**src/rtl/uart_pkg.sv**
```systemverilog
// Shared UART definitions: state encoding and default bit timing,
// common to the receiver and the future transmitter.
package uart_pkg;

    localparam int CLKS_PER_BIT_DEF = 217;

    typedef enum logic [1:0] {
        IDLE  = 2'd0,
        START = 2'd1,
        DATA  = 2'd2,
        STOP  = 2'd3
    } uart_state_t;

endpackage

```
**src/rtl/uart_rx_if.sv**
```systemverilog
// Serial-receive bundle: line input plus received byte and status strobes.
interface uart_rx_if;
    import uart_pkg::*;

    logic       RxD;
    logic [7:0] RxD_data;
    logic       RxD_data_ready;
    logic       RxD_frame_err;
    logic       RxD_busy;

    modport master (
        output RxD,
        input  RxD_data,
        input  RxD_data_ready,
        input  RxD_frame_err,
        input  RxD_busy
    );

    modport slave (
        input  RxD,
        output RxD_data,
        output RxD_data_ready,
        output RxD_frame_err,
        output RxD_busy
    );

endinterface

```
**src/rtl/uart_rx_sync2.sv**
```systemverilog
// Two-flop synchronizer for an asynchronous single-bit input.
module sync2 #(
    parameter logic RST_VAL = 1'b1
) (
    input  logic clk,
    input  logic reset,
    input  logic d,
    output logic q
);

    logic meta;

    always_ff @(posedge clk) begin
        if (reset) begin
            meta <= RST_VAL;
            q    <= RST_VAL;
        end else begin
            meta <= d;
            q    <= meta;
        end
    end

endmodule

```
**src/rtl/uart_rx.sv**
```systemverilog
// 8N1 UART receiver: mid-bit sampling, glitch reject, frame error strobe.
module uart_rx
    import uart_pkg::*;
#(
    parameter int CLKS_PER_BIT = CLKS_PER_BIT_DEF
) (
    input  logic     clk,
    input  logic     reset,
    uart_rx_if.slave rx
);

    localparam int CW = (CLKS_PER_BIT > 1) ? $clog2(CLKS_PER_BIT) : 1;
    localparam logic [CW-1:0] HALF_LAST = CW'(CLKS_PER_BIT / 2 - 1);
    localparam logic [CW-1:0] BIT_LAST  = CW'(CLKS_PER_BIT - 1);

    uart_state_t state;
    logic [CW-1:0] cnt;
    logic [2:0] idx;
    logic [7:0] shreg;
    logic [7:0] data_q;
    logic rxd_s;
    logic prev;
    logic ready_q;
    logic err_q;
    logic busy_q;

    sync2 #(.RST_VAL(1'b1)) u_sync (
        .clk   (clk),
        .reset (reset),
        .d     (rx.RxD),
        .q     (rxd_s)
    );

    always_ff @(posedge clk) begin
        if (reset) begin
            state   <= IDLE;
            cnt     <= '0;
            idx     <= '0;
            shreg   <= '0;
            data_q  <= '0;
            prev    <= 1'b1;
            ready_q <= 1'b0;
            err_q   <= 1'b0;
            busy_q  <= 1'b0;
        end else begin
            prev    <= rxd_s;
            ready_q <= 1'b0;
            err_q   <= 1'b0;
            unique case (state)
                IDLE: begin
                    // Only a real 1->0 edge starts a frame; a stuck-low line never does
                    if (prev && !rxd_s) begin
                        state  <= START;
                        cnt    <= '0;
                        busy_q <= 1'b1;
                    end
                end
                START: begin
                    if (cnt == HALF_LAST) begin
                        cnt <= '0;
                        idx <= '0;
                        if (!rxd_s) begin
                            state <= DATA;
                        end else begin
                            state  <= IDLE;
                            busy_q <= 1'b0;
                        end
                    end else begin
                        cnt <= cnt + 1'b1;
                    end
                end
                DATA: begin
                    if (cnt == BIT_LAST) begin
                        cnt   <= '0;
                        shreg <= {rxd_s, shreg[7:1]};
                        idx   <= idx + 3'd1;
                        if (idx == 3'd7) begin
                            state <= STOP;
                        end
                    end else begin
                        cnt <= cnt + 1'b1;
                    end
                end
                STOP: begin
                    if (cnt == BIT_LAST) begin
                        cnt    <= '0;
                        state  <= IDLE;
                        busy_q <= 1'b0;
                        if (rxd_s) begin
                            data_q  <= shreg;
                            ready_q <= 1'b1;
                        end else begin
                            err_q <= 1'b1;
                        end
                    end else begin
                        cnt <= cnt + 1'b1;
                    end
                end
                default: begin
                    state  <= IDLE;
                    busy_q <= 1'b0;
                end
            endcase
        end
    end

    assign rx.RxD_data       = data_q;
    assign rx.RxD_data_ready = ready_q;
    assign rx.RxD_frame_err  = err_q;
    assign rx.RxD_busy       = busy_q;

endmodule
```
**src/flat_wrapper.sv**
```systemverilog
// flat-port wrapper written by rule: the top's interface ports become plain ports
module uart_rx_flat import uart_pkg::*;
#(
    parameter int CLKS_PER_BIT = CLKS_PER_BIT_DEF
)
  (clk, reset, rx_RxD, rx_RxD_data, rx_RxD_data_ready, rx_RxD_frame_err, rx_RxD_busy);
  uart_rx_if rx_i ();
  input  logic clk;
  input  logic reset;
  input wire logic [$bits(rx_i.RxD)-1:0] rx_RxD;
  output wire logic [$bits(rx_i.RxD_data)-1:0] rx_RxD_data;
  output wire logic [$bits(rx_i.RxD_data_ready)-1:0] rx_RxD_data_ready;
  output wire logic [$bits(rx_i.RxD_frame_err)-1:0] rx_RxD_frame_err;
  output wire logic [$bits(rx_i.RxD_busy)-1:0] rx_RxD_busy;
  assign rx_i.RxD = rx_RxD;
  assign rx_RxD_data = rx_i.RxD_data;
  assign rx_RxD_data_ready = rx_i.RxD_data_ready;
  assign rx_RxD_frame_err = rx_i.RxD_frame_err;
  assign rx_RxD_busy = rx_i.RxD_busy;
  uart_rx #(.CLKS_PER_BIT(CLKS_PER_BIT)) u_core (.clk(clk), .reset(reset), .rx(rx_i));
endmodule
```
**config.mk**
```make
export PLATFORM = sky130hd
export DESIGN_NAME = uart_rx_flat
export DESIGN_NICKNAME = d
export VERILOG_FILES = /design/src/rtl/uart_pkg.sv /design/src/rtl/uart_rx_if.sv /design/src/rtl/uart_rx_sync2.sv /design/src/rtl/uart_rx.sv /design/src/flat_wrapper.sv
export SDC_FILE = /design/constraint.sdc
export NUM_CORES = 1
export LEC_CHECK = 0
export CORE_MARGIN = 5
export CORE_UTILIZATION = 55
export DETAILED_ROUTE_END_ITERATION = 12
export DONT_BUFFER_PORTS = 1
export PLACE_DENSITY = 0.73
export SLEW_MARGIN = 20
export SYNTH_ARGS = -nofsm -noshare
export SYNTH_HDL_FRONTEND = slang
export SYNTH_SLANG_ARGS = --single-unit
```
**constraint.sdc**
```tcl
create_clock -name clk -period 1.45 [get_ports clk]
set_input_delay 0.29 -clock clk [delete_from_list [all_inputs] [get_ports clk]]
set_output_delay 0.29 -clock clk [all_outputs]
set_load 0.05 [all_outputs]
```
==> reports/metrics.yaml <==
critical_path_class: "flop to flop"
crit_fanout: 6
pwr_density_cell_nw_per_um2: 935
syn_inst: 176
synth_edf_count: 0
timing.slew.headroom_pct: 63.6
grt_pass1_vias: 1379
post_drt_wl_per_cell_um: 16.9
muxShareOfSynthArea_pct: 9.96
cp_data_required_time_ns: 1.72
area_delta_synth_final_pct: 30.8
synth_ff_type: "dfxtp_1"
peakVddDrop_uv: 1260
place_hpwl_mm: 2.31
period_needed_ns: 1.54
crit_start: "u_core.cnt[0]"
setup.worst_path.end_class: "flop"
hold_class: "primary input to flop"
ios: 14
yosys_warnings: 0
ctsRootBufferMaster: "clkbuf_4"
cts_tree: "yes"
max_cap_viol_count: 0
cts_buffers: 5
finalCritPeriodShare_pct: 106
fin_ws_ns: -0.0858
layout-drive-gt1-share_pct: 34.0
final_nets: 209
status: "finished with violations"
synth_area_um2: 1610
failed_checks: "setup timing"
gr-usage-all-layers_pct: 18.6
vias: 1390
syn_avg_cell_area_um2: 9.14
yosysUniqueCellTypes: 43
yosysMostFrequentCell: "dfxtp_1"
yosys-top-cells-area: "dfxtp_1, mux2i_1, nor2_1"
start_util_pct: 57.8
die_h_um: 64.1
synthTopCellsByCount: "dfxtp_1, nor2_1, mux2i_1, nand2_1, a21oi_1"
synth-xor-area-share_pct: 0
num_rows: 19
r2r-start: "u_core.cnt[0]"
grt_pass1_wl_mm: 6.11
drtAntennaViolNets: 0
clk_latency_ns: 0.35
rsz0062_at_grt: "true"
power_mw: 1.97
ys_seq_elements: 35
routed_wl_mm: 3.95
via_per_inst: 5.94
synth_nets: 183
yosysTopAreaCellShare_pct: 43.6
synth_top_family_by_area: "simple AND/OR/NAND/NOR gates"
clock_sinks: 35
grt_max_degree: 35
dieArea_um2: 4100
clockBufferDepth: 2
clk_pin_slew_worst_paths_ns: 0.11
start_kind: "flop"
drc: 0
portBuffers: 0
antenna_cells: 0
synth_area_leader_cell: "dfxtp_1"
fmax_ghz: 0.651
synth_simple_gate_area_share_pct: 25.1
hp-start: "reset"
final_hold_viol_count: 0
htreeDepth: 2
maxSlewViolCount: 0
ys_seq_area_share_pct: 43.6
coreArea_um2: 2780
setup-violations-final: 19
worst_slew_pin_slew_ns: 0.545
synth_compound_gate_area_share_pct: 13.8
die_width_um: 64.1
finClkSkew_ns: 0.00306
p_leak_nw: 0.817
gr-total-overflow: 0
hold_ws_ns: 0.0380
antenna_found_initial: 0
drtIter0Drc: 99
synth_fa_ha_area_share_pct: 3.11
place.gp.congestion: 0.848
cp.arrival_ns: 1.80
drt_first_pass_iters: 4
synthArstFlopShare_pct: 0
[routing by layer]
layer / up-vias / wire length [µm] / track usage, %
met2: 42 / 1970 / 29.5
met1: 664 / 1660 / 23.0
li1: 674 / - / -
met4: 0 / 81 / 9.61
met5: - / 0 / 0
met3: 10 / 232 / 5.08
[kinds of logic after synthesis]
kind of cell	after synthesis
AOI/OAI and AO/OA	32
adders and majority gates	4
buffers and inverters	16
DFF	35
muxes	16
and+or+nand+nor	73
[state kept, by name, indices dropped and copies added, names as in the netlist, named ones only]
name and flops:
u_core.rx.RxD_frame_err 1, u_core.prev 1, u_core.u_sync.q 1, u_core.state 1, u_core.u_sync.meta 1, u_core.rx.RxD_busy 1, u_core.rx.RxD_data 8, u_core.idx 3
u_core.shreg 8, u_core.rx.RxD_data_ready 1, u_core.cnt 8
[path summary, 6_finish.rpt]
path / endpoint / slack, ns / depth (start not counted)
setup / recovery: u_core.cnt[5] / -0.09 / 7
hold / removal: u_core.u_sync.q / 0.04 / 1
setup reg to reg: u_core.cnt[5] / -0.09 / 7
hold reg to reg: u_core.u_sync.q / 0.43 / 1
[stage by stage]
step,utilization [%],setup slack [ns],setup TNS (ns),instances,area (µm²)
3_3_place_gp,63.6,-0.0548,-0.0910,217,1770
5_1_grt,75.6,-0.155,-2.13,234,2100
4_1_cts,70.1,-0.0698,-0.481,229,1950
3_5_place_dp,63.6,-0.136,-1.04,217,1770
6_report,75.6,-0.0858,-0.580,234,2100
2_1_floorplan,-,0.00244,0,176,1620
[power breakdown]
part | internal, mW | switching [mW]
clock | 0.536 | 0.343
combinational | 0.0521 | 0.0608
sequential | 0.967 | 0.00818
[layout by cell type, fill, tap and decap left out, types with 2 or more instances in the layout]
master,count
nand2b_1,2
o22ai_1,3
o21ai_2,2
bufinv_16,2
or2_2,3
and3_4,2
dfxtp_2,3
buf_4,16
buf_6,6
a21oi_4,2
nand3_1,5
ha_1,2
mux2i_1,14
nor2_1,24
and4bb_2,2
dfxtp_4,2
a31oi_1,2
a221oi_2,2
inv_1,5
buf_12,3
mux2i_2,2
dfxtp_1,30
and3b_1,2
ha_4,2
o211ai_1,3
o21ai_1,2
a21oi_1,8
clkbuf_4,5
nor2b_1,3
inv_4,2
nand2_1,12
nor3_1,5
[worst max-delay path: stages (launching register included)]
cell and delay (ns):
dfxtp_4 0.39, inv_4 0.05, ha_4 0.17, and4b_4 0.22
a21oi_4 0.14, buf_6 0.16, o22ai_4 0.07, a221oi_2 0.25
[repair_timing]
| action | CTS | global route |
|---|---|---|
| setup endpoints to repair | 24 | 29 |
| gates resized for setup | 14 | 24 |
| setup buffers | 3 | 3 |
| pin swaps | 7 | 18 |
| hold endpoints to repair | 27 | 30 |
| cloned | 1 | 0 |
[area by class of cell]
class                           instances  area, µm²
Multi-Input combinational cell        125        938
Sequential cell                        35        712
Fill cell                             185        678
Timing Repair Buffer                   28        278
Clock inverter                          3       67.6
Tap cell                               31       38.8
Clock buffer                            5       37.5
Inverter                                7       31.3
Note: power is estimated with default switching activity, not from simulation.
